File: src/rtl/qei_pkg.sv
// Shared definitions for the multi-channel quadrature encoder interface:
// Gray-code AB states, step decoding and bus slicing helpers.
package qei_pkg;

    localparam logic [1:0] AB_00 = 2'b00;
    localparam logic [1:0] AB_10 = 2'b10;
    localparam logic [1:0] AB_11 = 2'b11;
    localparam logic [1:0] AB_01 = 2'b01;

    localparam int PIN_Z = 0;
    localparam int PIN_B = 1;
    localparam int PIN_A = 2;

    typedef enum logic [1:0] {
        STEP_HOLD,
        STEP_UP,
        STEP_DOWN,
        STEP_ILLEGAL
    } step_t;

    // Next AB state when A leads B (forward rotation).
    function automatic logic [1:0] ab_fwd(input logic [1:0] ab);
        logic [1:0] nxt;
        case (ab)
            AB_00:   nxt = AB_10;
            AB_10:   nxt = AB_11;
            AB_11:   nxt = AB_01;
            default: nxt = AB_00;
        endcase
        return nxt;
    endfunction

    // Any two-bit change lands in the final else branch.
    function automatic step_t decode_step(input logic [1:0] prev, input logic [1:0] cur);
        step_t st;
        if (cur == prev)
            st = STEP_HOLD;
        else if (cur == ab_fwd(prev))
            st = STEP_UP;
        else if (prev == ab_fwd(cur))
            st = STEP_DOWN;
        else
            st = STEP_ILLEGAL;
        return st;
    endfunction

    function automatic int slice_lo(input int chan, input int width);
        return chan * width;
    endfunction

endpackage

File: src/rtl/qei_multi_if.sv
// Bus bundle between the CPU-side register block and the encoder channels.
interface qei_multi_if #(
    parameter int CHANNELS = 3,
    parameter int CNT_W    = 32
);
    logic [3*CHANNELS-1:0]     enc_abz;
    logic [CHANNELS-1:0]       clr;
    logic [CHANNELS-1:0]       idx_zero_en;
    logic                      snap;
    logic                      err_clr;
    logic [CHANNELS*CNT_W-1:0] count;
    logic [CHANNELS*CNT_W-1:0] snap_count;
    logic [CHANNELS*CNT_W-1:0] idx_pos;
    logic [CHANNELS-1:0]       idx_seen;
    logic [CHANNELS-1:0]       err;

    modport master (
        output enc_abz, clr, idx_zero_en, snap, err_clr,
        input  count, snap_count, idx_pos, idx_seen, err
    );

    modport slave (
        input  enc_abz, clr, idx_zero_en, snap, err_clr,
        output count, snap_count, idx_pos, idx_seen, err
    );
endinterface

File: src/rtl/qei_channel.sv
// One encoder channel: synchroniser, glitch filter, x4 decode, count,
// index latch, illegal-transition flag and snapshot register.
module qei_channel
    import qei_pkg::*;
#(
    parameter int CNT_W    = 32,
    parameter int FILT_LEN = 4
) (
    input  logic             clk,
    input  logic             reset_n,
    input  logic [2:0]       abz_raw,
    input  logic             clr,
    input  logic             idx_zero_en,
    input  logic             snap,
    input  logic             err_clr,
    output logic [CNT_W-1:0] count,
    output logic [CNT_W-1:0] snap_count,
    output logic [CNT_W-1:0] idx_pos,
    output logic             idx_seen,
    output logic             err
);

    localparam logic [7:0] FILT_LAST = 8'(FILT_LEN - 1);

    logic [2:0]       sync1;
    logic [2:0]       sync2;
    logic [2:0]       filt;
    logic [2:0]       filt_prev;
    logic [7:0]       filt_cnt [3];
    step_t            step;
    logic             idx_rise;
    logic [CNT_W-1:0] count_step;
    logic [CNT_W-1:0] count_next;

    always_ff @(posedge clk or negedge reset_n) begin
        if (!reset_n) begin
            sync1 <= '0;
            sync2 <= '0;
        end else begin
            sync1 <= abz_raw;
            sync2 <= sync1;
        end
    end

    // A pin only moves after FILT_LEN consecutive disagreeing samples.
    always_ff @(posedge clk or negedge reset_n) begin
        if (!reset_n) begin
            filt <= '0;
            for (int p = 0; p < 3; p++)
                filt_cnt[p] <= '0;
        end else begin
            for (int p = 0; p < 3; p++) begin
                if (sync2[p] == filt[p]) begin
                    filt_cnt[p] <= '0;
                end else if (filt_cnt[p] == FILT_LAST) begin
                    filt[p]     <= sync2[p];
                    filt_cnt[p] <= '0;
                end else begin
                    filt_cnt[p] <= filt_cnt[p] + 8'd1;
                end
            end
        end
    end

    always_comb begin
        step       = decode_step(filt_prev[PIN_A:PIN_B], filt[PIN_A:PIN_B]);
        idx_rise   = filt[PIN_Z] & ~filt_prev[PIN_Z];
        count_step = count;
        case (step)
            STEP_UP:   count_step = count + CNT_W'(1);
            STEP_DOWN: count_step = count - CNT_W'(1);
            default:   count_step = count;
        endcase
        if (clr)
            count_next = '0;
        else if (idx_rise && idx_zero_en)
            count_next = '0;
        else
            count_next = count_step;
    end

    // idx_pos records the stepped count even when the index zeroes the live count.
    always_ff @(posedge clk or negedge reset_n) begin
        if (!reset_n) begin
            filt_prev  <= '0;
            count      <= '0;
            snap_count <= '0;
            idx_pos    <= '0;
            idx_seen   <= 1'b0;
            err        <= 1'b0;
        end else begin
            filt_prev <= filt;
            count     <= count_next;
            if (snap)
                snap_count <= count;
            if (idx_rise)
                idx_pos <= count_step;
            if (clr)
                idx_seen <= 1'b0;
            else if (idx_rise)
                idx_seen <= 1'b1;
            if (step == STEP_ILLEGAL)
                err <= 1'b1;
            else if (err_clr)
                err <= 1'b0;
        end
    end

endmodule

File: src/rtl/qei_multi.sv
// Multi-channel quadrature encoder interface: one qei_channel per axis,
// all sharing the snapshot strobe so captured positions are coherent.
module qei_multi
    import qei_pkg::*;
#(
    parameter int CHANNELS = 3,
    parameter int CNT_W    = 32,
    parameter int FILT_LEN = 4
) (
    input logic        clk,
    input logic        reset_n,
    qei_multi_if.slave bus
);

    logic [CHANNELS*CNT_W-1:0] count_bus;
    logic [CHANNELS*CNT_W-1:0] snap_bus;
    logic [CHANNELS*CNT_W-1:0] idx_bus;
    logic [CHANNELS-1:0]       seen_bus;
    logic [CHANNELS-1:0]       err_bus;

    for (genvar c = 0; c < CHANNELS; c++) begin : g_chan
        qei_channel #(
            .CNT_W    (CNT_W),
            .FILT_LEN (FILT_LEN)
        ) u_channel (
            .clk         (clk),
            .reset_n     (reset_n),
            .abz_raw     (bus.enc_abz[3*c +: 3]),
            .clr         (bus.clr[c]),
            .idx_zero_en (bus.idx_zero_en[c]),
            .snap        (bus.snap),
            .err_clr     (bus.err_clr),
            .count       (count_bus[slice_lo(c, CNT_W) +: CNT_W]),
            .snap_count  (snap_bus[slice_lo(c, CNT_W) +: CNT_W]),
            .idx_pos     (idx_bus[slice_lo(c, CNT_W) +: CNT_W]),
            .idx_seen    (seen_bus[c]),
            .err         (err_bus[c])
        );
    end

    assign bus.count      = count_bus;
    assign bus.snap_count = snap_bus;
    assign bus.idx_pos    = idx_bus;
    assign bus.idx_seen   = seen_bus;
    assign bus.err        = err_bus;

endmodule

File: src/flat_wrapper.sv
// flat-port wrapper written by rule: the top's interface ports become plain ports
module qei_multi_flat import qei_pkg::*;
#(
    parameter int CHANNELS = 3,
    parameter int CNT_W    = 32,
    parameter int FILT_LEN = 4
)
  (clk, reset_n, bus_enc_abz, bus_clr, bus_idx_zero_en, bus_snap, bus_err_clr, bus_count, bus_snap_count, bus_idx_pos, bus_idx_seen, bus_err);
  qei_multi_if #(.CHANNELS(CHANNELS), .CNT_W(CNT_W)) bus_i ();
  input logic clk;
  input logic reset_n;
  input wire logic [$bits(bus_i.enc_abz)-1:0] bus_enc_abz;
  input wire logic [$bits(bus_i.clr)-1:0] bus_clr;
  input wire logic [$bits(bus_i.idx_zero_en)-1:0] bus_idx_zero_en;
  input wire logic [$bits(bus_i.snap)-1:0] bus_snap;
  input wire logic [$bits(bus_i.err_clr)-1:0] bus_err_clr;
  output wire logic [$bits(bus_i.count)-1:0] bus_count;
  output wire logic [$bits(bus_i.snap_count)-1:0] bus_snap_count;
  output wire logic [$bits(bus_i.idx_pos)-1:0] bus_idx_pos;
  output wire logic [$bits(bus_i.idx_seen)-1:0] bus_idx_seen;
  output wire logic [$bits(bus_i.err)-1:0] bus_err;
  assign bus_i.enc_abz = bus_enc_abz;
  assign bus_i.clr = bus_clr;
  assign bus_i.idx_zero_en = bus_idx_zero_en;
  assign bus_i.snap = bus_snap;
  assign bus_i.err_clr = bus_err_clr;
  assign bus_count = bus_i.count;
  assign bus_snap_count = bus_i.snap_count;
  assign bus_idx_pos = bus_i.idx_pos;
  assign bus_idx_seen = bus_i.idx_seen;
  assign bus_err = bus_i.err;
  qei_multi #(.CHANNELS(CHANNELS), .CNT_W(CNT_W), .FILT_LEN(FILT_LEN)) u_core (.clk(clk), .reset_n(reset_n), .bus(bus_i));
endmodule
File: config.mk
export PLATFORM = sky130hd
export DESIGN_NAME = qei_multi_flat
export DESIGN_NICKNAME = d
export VERILOG_FILES = /design/src/rtl/qei_pkg.sv /design/src/rtl/qei_multi_if.sv /design/src/rtl/qei_channel.sv /design/src/rtl/qei_multi.sv /design/src/flat_wrapper.sv
export SDC_FILE = /design/constraint.sdc
export NUM_CORES = 1
export LEC_CHECK = 0
export CELL_PAD_IN_SITES_DETAIL_PLACEMENT = 0
export CELL_PAD_IN_SITES_GLOBAL_PLACEMENT = 1
export CORE_MARGIN = 3
export CORE_UTILIZATION = 38
export DETAILED_ROUTE_END_ITERATION = 8
export PLACE_DENSITY_LB_ADDON = 0.15
export SETUP_SLACK_MARGIN = 0.02
export SLEW_MARGIN = 10
export SYNTH_ARGS = -nofsm -noshare
export SYNTH_HDL_FRONTEND = slang
export SYNTH_SLANG_ARGS = --single-unit
File: constraint.sdc
create_clock -name clk -period 4.7 [get_ports clk]
set_input_delay 0.47 -clock clk [delete_from_list [all_inputs] [get_ports clk]]
set_output_delay 0.47 -clock clk [all_outputs]
set_load 0.1 [all_outputs]
After elaboration in Yosys (flattened, before gate mapping)
Index checks and enable logic that the tools add are counted.
- register bits after elaboration: 402
- input port bits: 19
- output and inout bits: 294
- logic and storage cells: 205
- add/subtract/negate cells: 15
- eq/ne operators: 48
- muxes and demuxes: 61
- bitwise logic cells: 15
- reductions and logical operators: 24
- operators with widths (cell ; number):
    $mux W32 ; 6
    $pmux W32 S2 ; 3
    $mux W8 ; 18
    $add A32 B1 Y32 const B ; 3
    $sub A32 B1 Y32 const B ; 3
    $add A8 B1 Y8 const B ; 9
    $eq A8 B2 Y1 const B ; 9
    $eq A2 B2 Y1 const B ; 18
    $pmux W2 S3 ; 6
    $mux W2 ; 15
    $eq A2 B2 Y1 ; 9
    $reduce_and A2 Y1 ; 9
    $mux W1 ; 13
    $logic_not A2 Y1 ; 6
    $not A1 Y1 ; 12
    $reduce_bool A2 Y1 ; 6
    $eq A1 B1 Y1 ; 9
    $eq A2 B1 Y1 const B ; 3
    $and A1 B1 Y1 ; 3
    $logic_and A1 B1 Y1 ; 3

Depth between registers and ports, before layout
Gate-level depths: netlist of run 1.
- word-level depth: 14
- mapped depth: 23

Cells and area by module
From an unflattened synthesis of run 1, not the netlist that was laid out.
- cell total of the unflattened synthesis: 2308
- area total of the unflattened synthesis: 21901.0 sq um
- by module, submodules not included (module ; times used ; cells each ; area each (sq um) ; seq. area each (sq um)):
    qei_channel (u_core.g_chan[2].u_channel) ; 1 ; 788 ; 7347.0 ; 3353.2
    qei_channel (u_core.g_chan[1].u_channel) ; 1 ; 772 ; 7290.7 ; 3353.2
    qei_channel (u_core.g_chan[0].u_channel) ; 1 ; 748 ; 7263.2 ; 3353.2

Worst setup path before layout of run 1
OpenSTA, ideal clock, no wires.
- path kind: register to register
- from: register u_core.g_chan[0].u_channel.filt[2]
- to: register u_core.g_chan[0].u_channel.idx_pos[26]
- library setup time: 0.082 ns
- data arrival time: 4.448 ns
- data required time: 4.618 ns
- slack: 0.170 ns
- stages on the path, launching flop included: 22
- cell sequence: dfrtp_1 -> clkbuf_1 -> mux2i_1 -> o21ai_0 -> ha_1 -> buf_2 -> buf_4 -> buf_2 -> buf_2 -> buf_2 -> buf_2 -> xor2_1 -> ha_1 -> nand4bb_1 -> nand4_1 -> a21boi_0 -> o21ai_1 -> o311ai_2 -> a22oi_1 -> xnor2_1 -> or3_1 -> a31oi_1
- cells in the longest elaborated chain, start to end: 10
- elaborated cells between the ends (all ways): 15
- ends and longest elaborated chain (what ; RTL line ; source):
    start: declaration ; qei_channel.sv:27 ; logic [2:0] filt;
    start signal: indexed assignment ; qei_channel.sv:56 ; filt[p] <= sync2[p];
    $eq A2 B2 Y1 or $logic_not A2 Y1 (tied branches) ; qei_pkg.sv:24 ; case (ab)
    $pmux W2 S3 ; qei_pkg.sv:24 ;
    $mux W2 ; qei_pkg.sv:38 ; else if (cur == ab_fwd(prev))
    $mux W2 ; qei_pkg.sv:36 ; if (cur == prev)
    $eq A2 B2 Y1 ; qei_pkg.sv:40 ; else if (prev == ab_fwd(cur))
    $mux W1 ; qei_pkg.sv:40 ;
    $mux W2 ; qei_pkg.sv:38 ;
    $mux W2 * ; qei_pkg.sv:36 ;
    $eq A2 B2 Y1 or $eq A2 B1 Y1 (tied branches) ; qei_channel.sv:69 ; case (step)
    $pmux W32 S2 * ; qei_channel.sv:69 ;
    end signal: assignment ; qei_channel.sv:97 ; idx_pos <= count_step;
    end: declaration ; qei_channel.sv:18 ; output logic [CNT_W-1:0] idx_pos,
Every way passes the cells marked *; elsewhere a longest branch is shown, timed or not. The select of a mux whose other input is x is not followed.
A chain may end at the register's enable or synchronous reset.

Worst setup path after layout of run 1
Same ends and word-level chain as after synthesis.

==> impl_metrics.csv, run 1 <==
group,metric,value,unit
detailed_routing,drt_first_pass_iters,5,
synthesis,synth_async_sr_flop_share,100,%
setup_path,reg2reg_to,"u_core.g_chan[0].u_channel.idx_pos[26]",
setup_path,cp_cell_sequence,"nor2_1 > o21ai_0 > o21ai_0 > ha_2 > xor2_1 > ha_1 > nand4b_1 > nand4_1 > a21boi_0 > o21ai_1 > o311ai_2 > a22oi_1 > xnor2_1 > or3_1 > a31oi_1",
timing,tightest_slew,1.10,ns
setup_path,crit_path_max_incr_delay,0.47,ns
synthesis,synth_area_leader_cell,"dfrtp_1",
synthesis,synth_top_area_share,46.4,%
detailed_routing,drcViolationCount,0,
clock_network,htree_levels,2,
detailed_routing,ant_nets,0,
global_route,grt_busiest_layer,"met2",
setup_path,endpoint_kind,"flop",
die,fp.dieW,245,microns
clock_network,insertion_delay,0.58,ns
clock_network,clock-sinks,402,
clock_network,post_cts_buffers,0,
job,max-cap-violations,0,
die,row_count,86,
finish,final_common_cell,"dfrtp_1",
die,die_h,245,microns
detailed_routing,drt_iter0_drc,1139,
setup_path,r2r_cells,15,
synthesis,synthTopCellsByArea,"dfrtp_1 (46%), mux2_2 (5.6%), xnor2_1 (5.5%)",
synthesis,synth_edf_count,0,
global_route,grtUsageMet3,4.53,%
synthesis,yosysSeqAreaShare,46.4,%
synthesis,synth-main-ff-cell,"dfrtp_1",
timing,rsz0062_at_grt,"false",
setup_path,crit_arrival,4.62,ns
global_route,overflow,0,
die,dieArea,59900,sq um
synthesis,yosys_warnings,0,
global_route,grt_max_degree,113,
detailed_routing,wl_per_cell,18.4,microns
clock_network,cts_resized,0,
global_route,grt_usage,19.9,%
global_route,antenna_found_initial,0,
clock_network,clk_pin_slew_worst_paths,0.06,ns
clock_network,clockBufferDepth,3,
setup_path,cpMostUsedCell,"o21ai_0",
setup_path,cp_slowest_cell,"dfrtp_1",
die,initial_core_util,38.9,%
finish,layout_common_cells,"dfrtp_1 (402), clkdlybuf4s50_1 (310), nor2_1 (295), nand2_1 (199), o21ai_0 (173)",
synthesis,synth_area,21700,sq um
global_route,grtUsageMet2,30.8,%
timing,min_period_over_period,87.7,%
global_route,grtUsageMet1,27.9,%
outcome,status,"complete, but fails checks",
timing,setup_viol,0,
clock_network,cts_root_buf,"clkbuf_16",
clock_network,cts_tree,"yes",
die,core,55700,sq um
setup_path,r2r_setup_slack,0.58,ns
die,ios,313,
setup_path,path_max_fanout,16,
timing,slew_headroom,26.5,%
placed_design,hpwl,41.9,mm
finish,syn_to_final_growth,23.7,%
setup_path,cp-start-kind,"flop",
detailed_routing,via_count,17565,
placed_design,place.gp.congestion,0.845,
timing,skew,0.0204,ns
finish,drive_gt1_share,10.2,%
clock_network,numCtsBuffers,46,
synthesis,syn_inst,2291,
setup_path,worst-setup-path-type,"flop to flop",
timing,hold_viol,15,
global_route,grt_pass1_vias,17281,
detailed_routing,routed_wl,60.5,mm
synthesis,ys_types,91,
synthesis,syn_area_per_cell,9.46,sq um
worst_hold_path,hold_path_class,"input port to asynchronous set/reset pin",
detailed_routing,vias_per_cell,5.36,
setup_path,worstReg2RegStart,"u_core.g_chan[0].u_channel.filt[2]",
timing,post-route-min-period,4.12,ns
global_route,grt_pass1_wl,97.3,mm
synthesis,synth_nets,2334,
timing,whs,-0.0132,ns
clock_network,cts_hold_buffers,0,
finish,nets,2538,
finish,antenna_cells,0,
timing,slew_viol_final,0,
synthesis,ys_ff_latch,402,
placed_design,portBuffers,312,
timing,setup_tns,0,ns
timing,fmax,243,MHz
outcome,violations,"negative hold slack",
setup_path,worst-endpoint-required,5.20,ns
==> state kept, by name (all words and copies together) (netlist names) <==
register,cells
u_core.g_chan.u_channel.count,96
u_core.g_chan.u_channel.err,3
u_core.g_chan.u_channel.filt,9
u_core.g_chan.u_channel.filt_cnt,72
u_core.g_chan.u_channel.filt_prev,9
u_core.g_chan.u_channel.idx_pos,96
u_core.g_chan.u_channel.idx_seen,3
u_core.g_chan.u_channel.snap_count,96
u_core.g_chan.u_channel.sync1,9
u_core.g_chan.u_channel.sync2,9
==> area by class of cell <==
class | count | area, sq um
Clock buffer | 65 | 1320
Clock inverter | 20 | 285
Fill cell | 5335 | 28900
Inverter | 28 | 105
Multi-Input combinational cell | 1679 | 10800
Sequential cell | 402 | 10100
Tap cell | 748 | 936
Timing Repair Buffer | 338 | 3360
==> cells in the mapped netlist (all sizes together), types with 6 or more instances <==
master  instances
and3           35
and3b           9
o31ai          13
a31oi          19
nor4            7
nand2b         17
a21oi          69
a21o           18
a32oi          10
nand3b         10
o22ai          19
o22a            6
nor2b          19
xnor2         135
o31a           17
and2           12
nand3          67
xor2           75
nand4           6
or2            15
nor3b          11
buf            51
o21a           13
o21ai         204
and4b           6
a22oi          16
nor3           61
mux2          108
mux2i          27
o211ai          9
nor2          295
clkbuf        131
nor4b          12
ha             24
or3            25
a211oi         14
dfrtp         402
inv            27
nand2         199
==> metal layers <==
metal | routed length [microns] | vias up | share of wire, %
li1 | - | 8379 | -
met1 | 28300 | 8671 | 47
met2 | 26900 | 428 | 45
met3 | 3590 | 87 | 5.9
met4 | 1590 | 0 | 2.6
met5 | 0 | - | 0
==> cells by family after synthesis <==
family | after synthesis | share of synthesized area, %
AOI/OAI and AO/OA | 484 | 14.6
xor gates and xnor gates | 210 | 8.49
adders and majority gates | 24 | 1.39
buffers and inverters | 210 | 4.06
DFF | 402 | 46.4
muxes | 135 | 6.86
and+or+nand+nor | 826 | 18.2
==> metrics by stage <==
step / worst slack [ns] / cells / cell area, sq um / utilization, %
after floorplan: 0.170 / 2291 / 21700 / -
after global placement: 0.746 / 3195 / 25200 / 45.2
after detailed placement: 0.559 / 3195 / 25200 / 45.2
after CTS: 0.555 / 3280 / 26800 / 48.1
after global routing: 0.239 / 3280 / 26800 / 48.1
final: 0.577 / 3280 / 26800 / 48.1
==> worst max-delay path by stage <==
stage	startpoint	endpoint	slack, ns	cells past startpoint
2_1_floorplan	u_core.g_chan[0].u_channel.filt[2]	u_core.g_chan[0].u_channel.idx_pos[26]	0.17	21
3_3_place_gp	u_core.g_chan[2].u_channel.filt[2]	u_core.g_chan[2].u_channel.idx_pos[30]	0.75	13
3_5_place_dp	u_core.g_chan[0].u_channel.filt[2]	u_core.g_chan[0].u_channel.idx_pos[26]	0.56	15
4_1_cts	u_core.g_chan[0].u_channel.filt[2]	u_core.g_chan[0].u_channel.idx_pos[26]	0.56	15
5_1_grt	u_core.g_chan[0].u_channel.filt[2]	u_core.g_chan[0].u_channel.idx_pos[26]	0.24	15
6_report	u_core.g_chan[0].u_channel.filt[2]	u_core.g_chan[0].u_channel.idx_pos[26]	0.58	15
==> critical path: cells and delay by family, from the launching register on <==
| family | cells | cell delay [ns] |
|---|---|---|
| XOR/XNOR | 2 | 0.36 |
| adder cells (fa/ha/maj) | 2 | 0.65 |
| AO/OA/AOI/OAI | 7 | 1.68 |
| flip-flops | 1 | 0.47 |
| AND/OR/NAND/NOR | 4 | 0.88 |
Power of run 1 is not shown: default switching activity piles up to over one toggle a cycle in this logic, so the estimate is an artifact.
==> inputs of run 2 (changes only) <==
--- a/config.mk
+++ b/config.mk
@@ -7,8 +7,9 @@
 export LEC_CHECK = 0
 export CELL_PAD_IN_SITES_DETAIL_PLACEMENT = 0
 export CELL_PAD_IN_SITES_GLOBAL_PLACEMENT = 1
-export CORE_MARGIN = 3
+export CORE_MARGIN = 10
 export CORE_UTILIZATION = 38
+export CTS_CLUSTER_DIAMETER = 120
 export DETAILED_ROUTE_END_ITERATION = 8
 export PLACE_DENSITY_LB_ADDON = 0.15
 export SETUP_SLACK_MARGIN = 0.02
==> run 2 against run 1 <==
  * The flow now finishes without violations
  * Final area decreased by 0.14%
  * Clock-buffer cell count grew 1
  * Register-to-register slack improved by 0.06 ns
  * Die area increased by 12%
==> impl_metrics.csv, run 2 (synthesis gave the netlist of run 1 again) <==
group,metric,value,unit
outcome,status,"finished clean",
global_route,antenna_found_initial,1,
clock_network,clock-sinks,402,
setup_path,critPathTopFamily,"compound AO/OA/AOI/OAI gates",
die,core,56400,sq um
timing,rsz0062_at_grt,"false",
placed_design,placement.cell_area,25200,sq um
detailed_routing,via_count,17523,
timing,setup_tns,0,ns
setup_path,cp_slowest_cell,"dfrtp_1",
global_route,grt_pass1_vias,17291,
finish,nets,2536,
timing,min_period_over_period,86.5,%
timing,skew,0.0185,ns
finish,final_common_cell,"dfrtp_1",
timing,tightest_slew,1.15,ns
setup_path,cp-endpoint,"u_core.g_chan[0].u_channel.idx_pos[26]",
detailed_routing,wl_per_cell,19.2,microns
clock_network,clockBufferDepth,3,
finish,utilization,47.5,%
setup_path,cp_cell_sequence,"mux2i_1 > o21ai_0 > ha_2 > xor2_1 > ha_1 > nand4b_1 > nand4_1 > a21boi_0 > o21ai_1 > o311ai_2 > a22oi_1 > xnor2_1 > or3_1 > a31oi_1",
timing,post-route-min-period,4.06,ns
clock_network,post_cts_buffers,0,
finish,final_area,26800,sq um
job,max-cap-violations,0,
clock_network,clk_pin_slew_worst_paths,0.06,ns
worst_hold_path,hp-start,"bus_enc_abz[6]",
die,dieArea,67000,sq um
clock_network,cts_tree,"yes",
setup_path,critPathBufInv,0,
finish,antenna_cells,0,
setup_path,r2r_setup_slack,0.64,ns
timing,fmax,246,MHz
setup_path,cp-start-kind,"flop",
setup_path,worst-endpoint-required,5.21,ns
global_route,overflow,0,
clock_network,htree_levels,2,
finish,layout_common_cells,"dfrtp_1 (402), clkdlybuf4s50_1 (310), nor2_1 (295), nand2_1 (199), o21ai_0 (173)",
global_route,grt_max_degree,106,
setup_path,crit_arrival,4.57,ns
timing,setup_viol,0,
setup_path,endpoint_kind,"flop",
setup_path,worstReg2RegStart,"u_core.g_chan[0].u_channel.filt[2]",
detailed_routing,routed_wl,63.1,mm
die,die_h,259,microns
die,initial_core_util,38.4,%
clock_network,cts_root_buf,"clkbuf_16",
finish,syn_to_final_growth,23.6,%
die,row_count,87,
timing,hold_viol,0,
setup_path,crit_path_max_incr_delay,0.47,ns
placed_design,place.gp.congestion,0.854,
die,ios,313,
finish,drive_gt1_share,10.1,%
setup_path,path_max_fanout,11,
clock_network,insertion_delay,0.60,ns
detailed_routing,drt_iter0_drc,972,
setup_path,reg2reg_to,"u_core.g_chan[0].u_channel.idx_pos[26]",
die,fp.dieW,259,microns
detailed_routing,drt_first_pass_iters,6,
worst_hold_path,hold_path_class,"input port to flop",
timing,slew_headroom,23.1,%
finish,fill_cells,5401,
setup_path,crit_start,"u_core.g_chan[0].u_channel.filt[2]",
setup_path,worst-setup-path-type,"flop to flop",
timing,whs,0.313,ns
global_route,grt_pass1_wl,101,mm
clock_network,numCtsBuffers,45,
setup_path,cp.depth,14,
setup_path,r2r_cells,14,
detailed_routing,vias_per_cell,5.34,
timing,slew_viol_final,0,
placed_design,hpwl,44.6,mm
detailed_routing,drcViolationCount,0,
global_route,grt_usage,18.4,%
detailed_routing,ant_nets,0,
finish,top_regs,"u_core.g_chan.u_channel.count (96), u_core.g_chan.u_channel.idx_pos (96), u_core.g_chan.u_channel.snap_count (96)",
placed_design,portBuffers,312,
## run 2: cell count changes in the layout (fill, tap and decap cells not counted), sizes merged
cell,delta
buf,-2
clkinv,+2
dlygate4sd3,+1
clkinvlp,-4
clkbuf,+1
bufinv,-2
## run 2: routing by layer
layer / wire length (microns) / share of wire (%) / global-route usage, %
met1: 28600 / 45 / 24.8
met2: 28600 / 45 / 28.4
met3: 4390 / 7.0 / 4.75
met4: 1510 / 2.4 / 5.65
met5: 13 / 0.021 / 0
## run 2: worst register-to-register path, cell delays in order, from the launching register on
cell and delay, ns:
dfrtp_1 0.47, mux2i_1 0.15, o21ai_0 0.35, ha_2 0.39, xor2_1 0.18, ha_1 0.21
nand4b_1 0.11, nand4_1 0.22, a21boi_0 0.37, o21ai_1 0.27, o311ai_2 0.44, a22oi_1 0.15
xnor2_1 0.16, or3_1 0.34, a31oi_1 0.18
## run 2: timing repair
item                      in CTS  in global routing
hold buffers                   1                  0
hold endpoints to repair      84                  0
gates resized for setup        0                  0
## run 2: how the worst min path moves through the flow
stage,to,cells past startpoint
2_1_floorplan,u_core.g_chan[0].u_channel.count[0],0
3_3_place_gp,u_core.g_chan[2].u_channel.sync2[0],0
3_5_place_dp,u_core.g_chan[1].u_channel.sync2[2],0
4_1_cts,u_core.g_chan[2].u_channel.sync1[0],1
5_1_grt,u_core.g_chan[2].u_channel.sync1[0],1
6_report,u_core.g_chan[2].u_channel.sync1[0],1
## run 2: per-stage QoR
| stage | worst slack [ns] | cells |
|---|---|---|
| after floorplan | 0.170 | 2291 |
| after global placement | 0.789 | 3201 |
| after detailed placement | 0.673 | 3201 |
| after CTS | 0.668 | 3284 |
| after global routing | 0.268 | 3284 |
| final | 0.635 | 3284 |
## run 2: layout make-up
type                       count  area, sq um  area share (%)
clock buffer                  66         1330            4.95
clock inverter                16          228           0.850
timing repair buffer         337         3370            12.6
tap                          756          946            3.53
inverter                      28          105           0.392
multi-input combinational   1679        10800            40.1
sequential                   402        10100            37.6
Power of run 2 is left out for the same reason.
==> inputs of run 3 (changes only) <==
--- a/config.mk
+++ b/config.mk
@@ -11,6 +11,7 @@
 export CORE_UTILIZATION = 38
 export CTS_CLUSTER_DIAMETER = 120
 export DETAILED_ROUTE_END_ITERATION = 8
+export HOLD_SLACK_MARGIN = 0.12
 export PLACE_DENSITY_LB_ADDON = 0.15
 export SETUP_SLACK_MARGIN = 0.02
 export SLEW_MARGIN = 10
==> results of run 3 <==
Same layout as run 2: the final DEF is identical, and so are final timing and power.
Power of run 3 is left out for the same reason.
